File: src/rtl/mul_pkg.sv
// Shared types for the multiply controller: op and state encodings plus the
// op-to-signedness lookup. `XLEN defaults to 64 when the build does not set it.
`ifndef XLEN
`define XLEN 64
`endif

package mul_pkg;

  typedef enum logic [1:0] {
    MUL    = 2'd0,
    MULH   = 2'd1,
    MULHSU = 2'd2,
    MULHU  = 2'd3
  } op_e;

  typedef enum logic [1:0] {
    IDLE  = 2'd0,
    WAIT  = 2'd1,
    DONE  = 2'd2,
    DRAIN = 2'd3
  } state_e;

  typedef struct packed {
    logic s1;
    logic s2;
  } sign_t;

  // W-ops always multiply sign-extended 32-bit operands as signed.
  function automatic sign_t op_sign(input op_e op, input logic word);
    sign_t s;
    s = '{s1: 1'b0, s2: 1'b0};
    if (word) begin
      s = '{s1: 1'b1, s2: 1'b1};
    end else begin
      case (op)
        MULH:    s = '{s1: 1'b1, s2: 1'b1};
        MULHSU:  s = '{s1: 1'b1, s2: 1'b0};
        default: s = '{s1: 1'b0, s2: 1'b0};
      endcase
    end
    return s;
  endfunction

endpackage

File: src/rtl/mul_reuse_tag.sv
// Last-product cache for the multiply controller (used only when MULDIV_REUSE_EN
// is defined): operand/signedness tag, stored full product and hit compare.
module mul_reuse_tag
  import mul_pkg::*;
#(
  parameter int XLEN = 64
) (
  input  logic              clk,
  input  logic              rstn,
  input  logic              capture,
  input  logic              commit,
  input  logic              inval,
  input  logic [XLEN-1:0]   src1,
  input  logic [XLEN-1:0]   src2,
  input  logic              word,
  input  logic              signed1,
  input  logic              signed2,
  input  logic              op_is_mul,
  input  logic [2*XLEN-1:0] prod_in,
  output logic              hit,
  output logic [2*XLEN-1:0] prod
);

  logic [XLEN-1:0]   src1_reg;
  logic [XLEN-1:0]   src2_reg;
  logic              word_reg;
  logic [1:0]        sgn_reg;
  logic              valid_reg;
  logic [2*XLEN-1:0] prod_reg;

  // Key is taken at trigger time; the entry only becomes valid once the
  // matching product arrives, so a stale product is never paired with a new key.
  always_ff @(posedge clk or negedge rstn) begin
    if (!rstn) begin
      src1_reg  <= '0;
      src2_reg  <= '0;
      word_reg  <= 1'b0;
      sgn_reg   <= 2'b00;
      valid_reg <= 1'b0;
      prod_reg  <= '0;
    end else if (inval) begin
      valid_reg <= 1'b0;
    end else if (capture) begin
      src1_reg  <= src1;
      src2_reg  <= src2;
      word_reg  <= word;
      sgn_reg   <= {signed1, signed2};
      valid_reg <= 1'b0;
    end else if (commit) begin
      valid_reg <= 1'b1;
      prod_reg  <= prod_in;
    end
  end

  // The low half does not depend on signedness, so MUL may reuse any entry.
  assign hit  = valid_reg && (src1_reg == src1) && (src2_reg == src2) &&
                (word_reg == word) &&
                ((sgn_reg == {signed1, signed2}) || op_is_mul);
  assign prod = prod_reg;

endmodule

File: src/rtl/mul_ctrl.sv
// EX-stage controller in front of the multiplier core: operand/signedness prep,
// trig/okay handshake, result half select. MULDIV_REUSE_EN adds product reuse.
module mul_ctrl
  import mul_pkg::*;
#(
  parameter int XLEN = `XLEN
) (
  input  logic              clk,
  input  logic              rstn,
  input  logic              req,
  input  logic              flush,
  input  logic [1:0]        op,
  input  logic              word,
  input  logic [XLEN-1:0]   src1,
  input  logic [XLEN-1:0]   src2,
  output logic              stall,
  output logic              rd_valid,
  output logic [XLEN-1:0]   rd_data,
  output logic              mul_trig,
  output logic              mul_signed1,
  output logic              mul_signed2,
  output logic [XLEN-1:0]   mul_src1,
  output logic [XLEN-1:0]   mul_src2,
  input  logic [2*XLEN-1:0] mul_out,
  input  logic              mul_okay
);

  state_e          state_reg, state_next;
  op_e             op_in, op_reg;
  logic            word_in, word_reg;
  sign_t           sgn;
  logic            accept;
  logic            hit;
  logic [XLEN-1:0] rd_data_reg, rd_data_next;

  function automatic logic [XLEN-1:0] sel_result(input logic [2*XLEN-1:0] prod,
                                                 input op_e o, input logic w);
    if (w)
      return XLEN'(signed'(prod[31:0]));
    else if (o == MUL)
      return prod[XLEN-1:0];
    else
      return prod[2*XLEN-1:XLEN];
  endfunction

  assign op_in   = op_e'(op);
  assign word_in = (XLEN == 64) && word;
  assign sgn     = op_sign(op_in, word_in);

  assign mul_signed1 = sgn.s1;
  assign mul_signed2 = sgn.s2;
  assign mul_src1    = word_in ? XLEN'(signed'(src1[31:0])) : src1;
  assign mul_src2    = word_in ? XLEN'(signed'(src2[31:0])) : src2;

  assign accept = (state_reg == IDLE) && req && !flush;

`ifdef MULDIV_REUSE_EN
  logic [2*XLEN-1:0] tag_prod;

  mul_reuse_tag #(.XLEN(XLEN)) u_tag (
    .clk       (clk),
    .rstn      (rstn),
    .capture   (mul_trig),
    .commit    ((state_reg == WAIT) && mul_okay && !flush),
    .inval     (flush || (state_reg == DRAIN)),
    .src1      (src1),
    .src2      (src2),
    .word      (word_in),
    .signed1   (sgn.s1),
    .signed2   (sgn.s2),
    .op_is_mul (op_in == MUL),
    .prod_in   (mul_out),
    .hit       (hit),
    .prod      (tag_prod)
  );
`else
  assign hit = 1'b0;
`endif

  always_ff @(posedge clk or negedge rstn) begin
    if (!rstn) state_reg <= IDLE;
    else       state_reg <= state_next;
  end

  always_comb begin
    state_next = state_reg;
    case (state_reg)
      IDLE:  if (accept) state_next = hit ? DONE : WAIT;
      // A flush racing the core's okay has nothing left to drain.
      WAIT:  if (flush)         state_next = mul_okay ? IDLE : DRAIN;
             else if (mul_okay) state_next = DONE;
      DONE:  state_next = IDLE;
      DRAIN: if (mul_okay) state_next = IDLE;
      default: state_next = IDLE;
    endcase
  end

  always_comb begin
    mul_trig = accept && !hit;
    stall    = req && (state_reg != DONE);
    rd_valid = (state_reg == DONE) && !flush;
  end

  always_comb begin
    rd_data_next = rd_data_reg;
    if ((state_reg == WAIT) && mul_okay && !flush)
      rd_data_next = sel_result(mul_out, op_reg, word_reg);
`ifdef MULDIV_REUSE_EN
    else if (accept && hit)
      rd_data_next = sel_result(tag_prod, op_in, word_in);
`endif
  end

  always_ff @(posedge clk or negedge rstn) begin
    if (!rstn) begin
      op_reg      <= MUL;
      word_reg    <= 1'b0;
      rd_data_reg <= '0;
    end else begin
      if (accept) begin
        op_reg   <= op_in;
        word_reg <= word_in;
      end
      rd_data_reg <= rd_data_next;
    end
  end

  assign rd_data = rd_data_reg;

endmodule
File: config.mk
export PLATFORM = sky130hd
export DESIGN_NAME = mul_ctrl
export DESIGN_NICKNAME = d
export VERILOG_FILES = /design/src/rtl/mul_pkg.sv /design/src/rtl/mul_reuse_tag.sv /design/src/rtl/mul_ctrl.sv
export SDC_FILE = /design/constraint.sdc
export NUM_CORES = 1
export LEC_CHECK = 0
export CORE_AREA = 2 2 178 180
export CTS_CLUSTER_DIAMETER = 60
export CTS_CLUSTER_SIZE = 28
export DETAILED_ROUTE_END_ITERATION = 10
export DIE_AREA = 0 0 180 182
export GPL_ROUTABILITY_DRIVEN = 0
export PLACE_DENSITY = 0.54
export SLEW_MARGIN = 20
export SYNTH_ARGS = -nofsm -noshare
export SYNTH_HDL_FRONTEND = slang
export SYNTH_SLANG_ARGS = --single-unit
File: constraint.sdc
create_clock -name clk -period 3 [get_ports clk]
set_input_delay 0.6 -clock clk [delete_from_list [all_inputs] [get_ports clk]]
set_output_delay 0.6 -clock clk [all_outputs]
set_load 0.02 [all_outputs]
==> results of run 1 <==
[where the power goes]
| group | total [mW] | leakage, nW | internal [mW] | switching (mW) |
|---|---|---|---|---|
| Sequential | 1.61 | 0.780 | 1.36 | 0.250 |
| Combinational | 3.06 | 2.29 | 1.48 | 1.58 |
| Clock | 1.16 | 0.148 | 0.658 | 0.497 |
| Total | 5.83 | 3.22 | 3.50 | 2.33 |
[placed cells by master, fill, tap and decap left out, drive strengths merged]
master | netlist | routed
o32a | 32 | 32
nor3b | 64 | 64
and4bb | 1 | 1
and3 | 1 | 1
nor4b | 1 | 1
o21bai | 1 | 1
buf | 74 | 18
dfrtp | 69 | 69
or2 | 2 | 2
and2 | 1 | 1
clkdlybuf4s50 | 0 | 332
clkbuf | 37 | 9
a31oi | 32 | 32
mux2 | 3 | 3
or3 | 1 | 1
nand2b | 2 | 2
o21ba | 1 | 1
clkinv | 0 | 3
clkinvlp | 0 | 1
bufinv | 0 | 1
o21ai | 65 | 65
a21o | 1 | 1
ha | 1 | 1
nor2 | 34 | 34
inv | 66 | 68
nand2 | 68 | 68
[through the flow]
step	setup slack [ps]	cells	hold slack [ps]	area, um^2	utilization
finish	175	1214	239	8140	0.263
global route	101	1214	260	8140	0.263
detailed placement	217	1198	487	7830	0.253
CTS	188	1214	240	8140	0.263
global placement	217	1198	482	7830	0.253
floorplan	963	557	304	4500	-
[synthesized netlist by cell type (2+ instances only)]
library cell and n:
or2_2 2, dfrtp_1 69, nor3b_1 64, a31oi_1 32, buf_4 64, clkbuf_1 37, inv_1 66, mux2_2 3
o32a_1 32, o21ai_0 65, nand2b_1 2, buf_2 10, nand2_1 68, nor2_1 34
[area by class of cell]
type,instances,share of cell area
inverters,66,0.0304
multi-input cells,311,0.230
clock inverters,7,0.0103
well taps,402,0.0618
repair buffers,350,0.428
clock buffers,9,0.0277
flip-flops and latches,69,0.212
[kinds of logic (layout without fill, tap and decap cells)]
family | count (synthesis) | count (layout)
and+or+nand+nor | 175 | 175
adders and majority gates | 1 | 1
buffers and inverters | 177 | 432
AOI/OAI and AO/OA | 132 | 132
muxes | 3 | 3
DFF | 69 | 69
[metal layers]
| metal | vias up | GRT usage |
|---|---|---|
| met2 | 284 | 0.227 |
| met3 | 22 | 0.0457 |
| li1 | 2310 | - |
| met1 | 2334 | 0.160 |
| met4 | 0 | 0.0332 |
| met5 | - | 0 |
[worst register-to-register path: stages, from the launching register on]
cell	delay, ps
dfrtp_1	460
o21bai_4	740
buf_4	310
nand2_1	70
a31oi_1	160
[final timing paths]
path,cells past startpoint,slack [ps],startpoint,to
max in group asynchronous,2,2050,rstn,rd_data[19]
setup reg to reg,4,1180,op_reg[1],rd_data[10]
setup / recovery,5,170,src2[31],mul_src2[39]
hold reg to reg,1,500,rd_data[50],rd_data[50]
hold / removal,1,240,rstn,rd_data[44]
min in group clk,1,500,rd_data[50],rd_data[50]
==> results.py, run 1 <==
metrics = {
    "synthesis": {
        "synthTopCellsByArea": "dfrtp_1 (38%), buf_4 (11%), nor3b_1 (11%)",
        "synthXorXnorAreaFrac": 0,
        "yosys_warnings": 0,
        "synth.cell_area_um2": 4500,
        "syn_area_per_cell_um2": 8.07,
        "muxShareOfSynthArea": 0.00751,
        "synth_largest_area_cell": "dfrtp_1",
        "yosysUniqueCellTypes": 23,
        "postSynthCellCount": 557,
        "synth_top_cell_area_share": 0.384,
        "synthSimpleGateAreaFrac": 0.208,
        "async_flop_share": 1.00,
        "synthAdderAreaFrac": 0.00278,
        "synth.yosys.seq_area_share": 0.384,
        "ys_seq_elements": 69,
        "synth_compound_area_frac": 0.194,
        "synth_top_family_by_area": "simple AND/OR/NAND/NOR gates",
        "synth-edff-count": 0,
        "syn_nets": 822,
        "dominantRegCellSynth": "dfrtp_1",
    },
    "setup_path": {
        "critPathBufInv": 3,
        "crit_path_start_kind": "primary input",
        "cp_slowest_cell": "clkdlybuf4s50_1",
        "crit_top_cell": "clkdlybuf4s50_1",
        "required_ps": 2400,
        "critPathKind": "in2out",
        "cp-end-kind": "output pin",
        "max_stage_delay_ps": 660,
        "path_cells": "clkdlybuf4s50_1 -> nand2_1 -> buf_4 -> o21ai_0 -> clkdlybuf4s50_1",
        "cp.arrival_ps": 2230,
        "cp_top_family": "buffers and inverters",
        "crit_fanout": 30,
    },
    "global_routing": {
        "grt_remaining_overflow": 0,
        "grt_use_total": 0.133,
        "grt_antenna_before_repair": 0,
        "grt_pass1_wl_um": 33000,
        "first_global_vias": 4993,
        "grt_max_degree": 97,
    },
    "timing": {
        "rsz0062_at_grt": "no",
        "worstMarginPinSlew_ps": 1000,
        "finalCritPeriodShare": 0.942,
        "clock.fmax_ghz": 0.354,
        "finClkSkew_ps": 15.8,
        "relSlewSlack": 0.331,
        "finalSetupTns_ps": 0,
        "hold_violations": 0,
        "fin_crit_ps": 2830,
        "final-max-slew-violation-count": 0,
        "setup_viol": 0,
    },
    "clocking": {
        "ctsLongestPathBuffers": 2,
        "cts_made_buffers": 9,
        "clk_latency_ps": 350,
        "ctsResizeCount": 0,
        "cts_hold_buf": 0,
        "h-tree-depth": 3,
        "cts_setup_buffers": 0,
        "clock_sinks": 69,
        "cts_tree": "done",
        "clk_pin_slew_ps": 70,
        "ctsRootBufferMaster": "clkbuf_16",
    },
    "floorplanning": {
        "core_area_um2": 31000,
        "die_area_um2": 32800,
        "num_io_pins": 461,
        "die_x_um": 180,
        "rows": 65,
        "die_y_um": 182,
        "start_util": 0.145,
    },
    "cells_and_area": {
        "antenna_cells": 0,
        "syn2layout_area_growth_pct": 81.0,
        "multiInputGateArea_um2": 1870,
        "drive_gt1_frac": 0.0554,
        "largest_reg_flops": 64,
        "fin_nets": 1072,
        "register_area_um2": 1730,
        "fillers": 3394,
    },
    "drt": {
        "routed_wl_um": 22400,
        "ant_nets": 0,
        "drt_iter0_drc": 211,
        "wirelength_met1_um": 9410,
        "first_pass_iters": 4,
        "drc_errors": 0,
        "route.met3.wl_um": 1780,
        "wl_per_cell_um": 18.5,
        "topRoutingLayerUsed": "met4",
        "avgViaCountPerCell": 4.08,
        "route.met2.wl_um": 10800,
        "vias": 4950,
    },
    "power": {
        "fin_total_pwr_mw": 5.83,
        "power_density_nw_per_um2": 716,
        "p_leak_nw": 3.22,
        "ir_worst_vdd_v": 0.000263,
    },
    "place": {
        "io_buffers": 336,
        "dp_hpwl_um": 17000,
    },
    "status": {
        "status": "complete, no violations",
    },
    "job": {
        "cap_violations": 0,
    },
    "worst_hold_path": {
        "hold_path_class": "in2async",
    },
}
Power figures use the tool's default switching activity.
==> run 2, diff against run 1 <==
--- a/config.mk
+++ b/config.mk
@@ -5,6 +5,7 @@
 export SDC_FILE = /design/constraint.sdc
 export NUM_CORES = 1
 export LEC_CHECK = 0
+export ABC_CLOCK_PERIOD_IN_PS = 3000
 export CORE_AREA = 2 2 178 180
 export CTS_CLUSTER_DIAMETER = 60
 export CTS_CLUSTER_SIZE = 28
==> results of run 2 <==
Final layout, timing and power as in run 1 (identical DEF).
==> RTL edit 1, RTL diff (config.mk and constraints of run 1) <==
The macro `XLEN` goes from 64 to 32. Comments in the files are not updated.
--- a/src/rtl/mul_pkg.sv
+++ b/src/rtl/mul_pkg.sv
@@ -1,7 +1,7 @@
 // Shared types for the multiply controller: op and state encodings plus the
 // op-to-signedness lookup. `XLEN defaults to 64 when the build does not set it.
 `ifndef XLEN
-`define XLEN 64
+`define XLEN 32
 `endif
 
 package mul_pkg;
Ports: changed (6 resized); port bits go from 461 to 237. The function was not compared with the original's and may differ.
==> RTL edit 1 against run 1 <==
Synthesized area decreased by 48%. Final area decreased by 56%. Routed wire length decreased by 72%. Setup slack improved by 0.15 ns. Sequential cell count decreased by 33. Total power decreased by 55%. Combinational power decreased by 59%. Critical path type unchanged. Largest power group unchanged.
==> RTL edit 1: results (changes against run 1) <==
[finish]
n_antenna_cell=0  ; unchanged
drive_above_1_share=0.178  ; was 0.0554
fill_cells=3529  ; was 3394
largest_register_ff_count=32  ; was 64
nNetsFinal=405  ; was 1072

[sta]
fin_hold_ws_ns=0.260  ; was 0.239 ns
finalClockSkew_ns=0.00577  ; was 0.0158 ns
worst_pin_slew_ns=0.684  ; was 1.00 ns

[power_and_ir_drop]
p_int_mw=1.66  ; was 3.50 mW
pg_comb_mw=1.26  ; was 3.06 mW
vdd_ir_drop_max_v=0.000184  ; was 0.000263 V
power_leakage_nw=1.25  ; was 3.22 nW
clock_net_power_mw=0.566  ; was 1.16 mW

[setup_path]
slowest_delay_ns=0.68  ; was 0.66 ns
r2r_end=rd_data[18]$_DFFE_PN0P_  ; was rd_data[10]$_DFFE_PN0P_
arrival_ns=2.08  ; was 2.23 ns
cp-endpoint=mul_trig  ; was mul_src2[39]
cpMaxStageDelayCell=clkdlybuf4s50_1  ; unchanged
path_max_fanout=2  ; was 30
crit_start=flush  ; was src2[31]
crit_family=buffers and inverters  ; unchanged
reg2regPathDepth=4  ; unchanged
reg2reg_slack_ns=1.29  ; was 1.18 ns
regToRegStartpoint=op_reg[1]$_DFFE_PN0P_  ; unchanged

[route]
via_count=1561  ; was 4950
drt_first_pass_iters=4  ; unchanged
drt_iter0_markers=42  ; was 211
avgRoutedWirePerCell_microns=9.48  ; was 18.5 microns

[synth]
synth_area_leaders=dfrtp_1 39%, buf_4 22%, mux2i_1 14%  ; was dfrtp_1 38%, buf_4 11%, nor3b_1 11%
ys_warn_count=0  ; unchanged
synth.distinct_cells=21  ; was 23
synth_flop_cell=dfrtp_1  ; unchanged
yosysSeqAreaShare=0.387  ; was 0.384
async_flop_share=1.00  ; unchanged
synth.net_count=359  ; was 822
synthTopCellsByCount=67 x buf_4, 36 x dfrtp_1, 33 x nor2_1, 32 x mux2i_1, 28 x a21oi_2  ; was 69 x dfrtp_1, 68 x nand2_1, 66 x inv_1, 65 x o21ai_0

[clock_tree]
cts.htree.levels=2  ; was 3
clock_path_buffers=2  ; unchanged
cts_setup_buffers=0  ; unchanged
root_buffer=clkbuf_16  ; unchanged
clk_pin_slew_worst_paths_ns=0.06
postCtsResizedCells=0  ; unchanged
clkLatencyLatePin_ns=0.29  ; was 0.35 ns
numCtsBuffers=5  ; was 9

[global_route]
grt_max_degree=65  ; was 97
grt_usage=0.0402  ; was 0.133
antenna_found_initial=0  ; unchanged
grt_pass1_wl_mm=9.56  ; was 33.0 mm

[placement]
post_dp_cell_area_sq_um=3400  ; was 7830 sq um
io_buffer_count=107  ; was 336
place_hpwl_mm=4.81  ; was 17.0 mm

[min_path]
min_path_type=primary input to async pin  ; unchanged

[outcome]
status=completed  ; unchanged

RTL edit 1: cell types whose count changed in the layout (fill, tap and decap cells not counted), moves of 4 or more:
cell,run 1,this run
a21oi_1,0,4
a21oi_2,0,28
a31oi_1,32,0
buf_4,15,4
clkbuf_16,9,5
clkdlybuf4s50_1,332,106
dfrtp_1,68,36
inv_1,66,3
mux2i_1,0,32
nand2_1,68,0
nor3b_1,64,0
o21ai_0,65,1
o32a_1,32,0
RTL edit 1: logic make-up after synthesis:
| logic type | Yosys count | share of synthesized area |
|---|---|---|
| adders and majority gates | 1 | 0.00537 |
| and+or+nand+nor | 40 | 0.0849 |
| muxes | 34 | 0.147 |
| buffers and inverters | 77 | 0.256 |
| AOI/OAI and AO/OA | 34 | 0.120 |
| DFF | 36 | 0.387 |
RTL edit 1: cell type report:
cell class | count | area [sq um] | share of cell area
clock buffers | 8 | 146 | 0.0413
multi-input cells | 109 | 846 | 0.239
flip-flops and latches | 36 | 901 | 0.254
well taps | 402 | 503 | 0.142
inverters | 3 | 11.3 | 0.00318
repair buffers | 113 | 1140 | 0.321
RTL edit 1: routing by layer:
metal | wire, microns | vias up | track usage
li1 | - | 767 | -
met5 | 0 | - | 0
met4 | 131 | 0 | 0.0163
met1 | 2480 | 686 | 0.0420
met3 | 553 | 20 | 0.0205
met2 | 3190 | 88 | 0.0685
RTL edit 1: worst register-to-register path: stages (launching register included):
cell     delay (ns)
dfrtp_1        0.40
nor2_4         0.56
buf_12         0.28
mux2i_1        0.27
a21oi_2        0.08
RTL edit 1: through the flow:
stage,total power [mW],setup slack [ns],cells,utilization
global route,2.83,0.234,671,0.114
floorplan,1.60,1.38,222,-
detailed placement,2.11,0.251,663,0.110
global placement,2.10,0.238,663,0.110
CTS,2.72,0.243,671,0.114
finish,2.62,0.322,671,0.114
==> RTL edit 2, RTL diff (settings of run 1) <==
Without the edit above. Reset style: synchronous (`rstn`), changed in 2 clocked blocks.
--- a/src/rtl/mul_ctrl.sv
+++ b/src/rtl/mul_ctrl.sv
@@ -77,7 +77,7 @@
   assign hit = 1'b0;
 `endif
 
-  always_ff @(posedge clk or negedge rstn) begin
+  always_ff @(posedge clk) begin
     if (!rstn) state_reg <= IDLE;
     else       state_reg <= state_next;
   end
@@ -111,7 +111,7 @@
 `endif
   end
 
-  always_ff @(posedge clk or negedge rstn) begin
+  always_ff @(posedge clk) begin
     if (!rstn) begin
       op_reg      <= MUL;
       word_reg    <= 1'b0;
Formal check against the unedited RTL: differs if rstn is asserted again (counterexample within 4 cycles, from zero or initial values and one cycle with rstn low); with rstn held inactive, the same outputs for 4 cycles.
==> RTL edit 2 against run 1 <==
Final cell count increased by 3.3%. Synthesized area decreased by 4.1%. Routed wire length decreased by 1.5%. Non-clock buffer count increased by 3. Final area decreased by 2.8%. Utilization decreased by 0.73 points. Setup slack improved by 0.013 ns. Sequential cell count unchanged. Count of clock-buffer cells in the layout increased by 6. First-iteration DRC count increased by 5.7%.
Power is not compared: it rests on default switching activity, and its combinational part moved more than twofold at a synthesized area within 25%.
==> RTL edit 2: results (changes against run 1) <==
[outcome]
status=completed  ; unchanged

[placement]
post-place-ws_ns=0.168  ; was 0.217 ns
io_buffer_count=336  ; unchanged
place_hpwl_mm=16.7  ; was 17.0 mm

[setup_path]
arrival_ns=2.21  ; was 2.23 ns
r2r_end=rd_data[12]$_SDFFE_PN0P_  ; was rd_data[10]$_DFFE_PN0P_
path_max_fanout=2  ; was 30
cpMaxStageDelayCell=clkdlybuf4s50_1  ; unchanged
reg2reg_slack_ns=1.04  ; was 1.18 ns
crit_family=buffers and inverters  ; unchanged
regToRegStartpoint=word_reg$_SDFFE_PN0P_  ; was op_reg[1]$_DFFE_PN0P_
slowest_delay_ns=0.56  ; was 0.66 ns
crit_start=op[1]  ; was src2[31]
reg2regPathDepth=5  ; was 4

[route]
drt_first_pass_iters=4  ; unchanged
drt_iter0_markers=223  ; was 211
avgRoutedWirePerCell_microns=17.6  ; was 18.5 microns
via_count=5144  ; was 4950

[power_and_ir_drop]
vdd_ir_drop_max_v=0.000248
p_int_mw=2.10

[synth]
synthTopCellsByCount=124 x o21ai_0, 69 x dfxtp_1, 68 x buf_4, 66 x nand2_1, 65 x inv_1  ; was 69 x dfrtp_1, 68 x nand2_1, 66 x inv_1, 65 x o21ai_0
ys_warn_count=0  ; unchanged
yosysSeqAreaShare=0.320  ; was 0.384
synth.distinct_cells=28  ; was 23
synth.net_count=863  ; was 822
async_flop_share=0  ; was 1.00
synth_area_leaders=dfxtp_1 32%, o21ai_0 14%, buf_4 12%  ; was dfrtp_1 38%, buf_4 11%, nor3b_1 11%

[clock_tree]
postCtsResizedCells=0  ; unchanged
cts.htree.levels=3  ; unchanged
clk_pin_slew_worst_paths_ns=0.05  ; was 0.07 ns
cts_setup_buffers=0  ; unchanged
root_buffer=clkbuf_16  ; unchanged
numCtsBuffers=9  ; unchanged
clkLatencyLatePin_ns=0.35  ; about the same

[sta]
slew_headroom=0.435  ; was 0.331
fin_hold_ws_ns=0.521  ; was 0.239 ns
finalClockSkew_ns=0.0109  ; was 0.0158 ns

[global_route]
antenna_found_initial=3  ; was 0
grt_pass1_vias=5266  ; was 4993
grt_pass1_wl_mm=32.3  ; was 33.0 mm
grt_max_degree=65  ; was 97
grt_usage=0.130  ; was 0.133

[min_path]
whs_endpoint=rd_data[21]$_SDFFE_PN0P_
holdPathStages=2
min_path_type=register to register  ; was primary input to async pin

[finish]
largest_register_ff_count=64  ; unchanged
nNetsFinal=1109  ; was 1072
drive_above_1_share=0.0518  ; was 0.0554

[RTL edit 2: power by group through the flow]
stage          Combinational [mW]  Sequential [mW]  Clock [mW]
5_1_grt                     0.959            0.964        1.19
6_report                    0.893            0.961        1.10
3_5_place_dp                0.897            0.982           0
3_3_place_gp                0.898            0.980           0
2_1_floorplan               0.448             1.00           0
4_1_cts                     0.904            0.961        1.16
[RTL edit 2: final cells by class]
type,count,area (sq um)
antenna,3,7.51
clock buffer,15,258
clock inverter,1,30.0
fill,3400,23100
inverter,65,244
multi-input combinational,346,1990
sequential,69,1380
tap,402,503
timing repair buffer,353,3490
[RTL edit 2: cell families (layout without fill, tap and decap cells)]
| kind of cell | after synthesis | count (layout) | share of synthesized area |
|---|---|---|---|
| other | 0 | 3 | 0 |
| AND/OR/NAND/NOR | 145 | 145 | 0.192 |
| flip-flops | 69 | 69 | 0.320 |
| multiplexers | 3 | 3 | 0.00697 |
| AO/OA/AOI/OAI | 196 | 196 | 0.252 |
| adder cells (fa/ha/maj) | 1 | 1 | 0.00290 |
| XOR/XNOR | 1 | 1 | 0.00203 |
| buffers and inverters | 183 | 434 | 0.224 |
[RTL edit 2: worst max-delay path by stage]
stage	endpoint	slack, ns	depth (start not counted)
2_1_floorplan	mul_src2[53]	0.96	3
3_3_place_gp	mul_signed2	0.12	5
3_5_place_dp	mul_signed2	0.17	5
4_1_cts	mul_signed2	0.16	5
5_1_grt	mul_signed2	0.12	5
6_report	mul_signed2	0.19	5
[RTL edit 2: worst reg2reg max path: cells and delay by family (launching register included)]
| kind | cells | cell delay (ns) |
|---|---|---|
| buf+inv | 2 | 0.80 |
| compound gates | 2 | 0.36 |
| simple gates | 1 | 0.14 |
| flops | 1 | 0.59 |
[RTL edit 2: stage by stage]
| step | instances | instance area (sq um) |
|---|---|---|
| 6_report | 1254 | 7910 |
| 5_1_grt | 1253 | 7910 |
| 4_1_cts | 1251 | 7900 |
| 3_5_place_dp | 1235 | 7610 |
| 3_3_place_gp | 1235 | 7610 |
| 2_1_floorplan | 598 | 4310 |
[RTL edit 2: per-layer routing]
layer,share of wire,global-route usage
met3,0.085,0.0513
met5,0,0
met2,0.49,0.224
met1,0.40,0.141
met4,0.029,0.0592
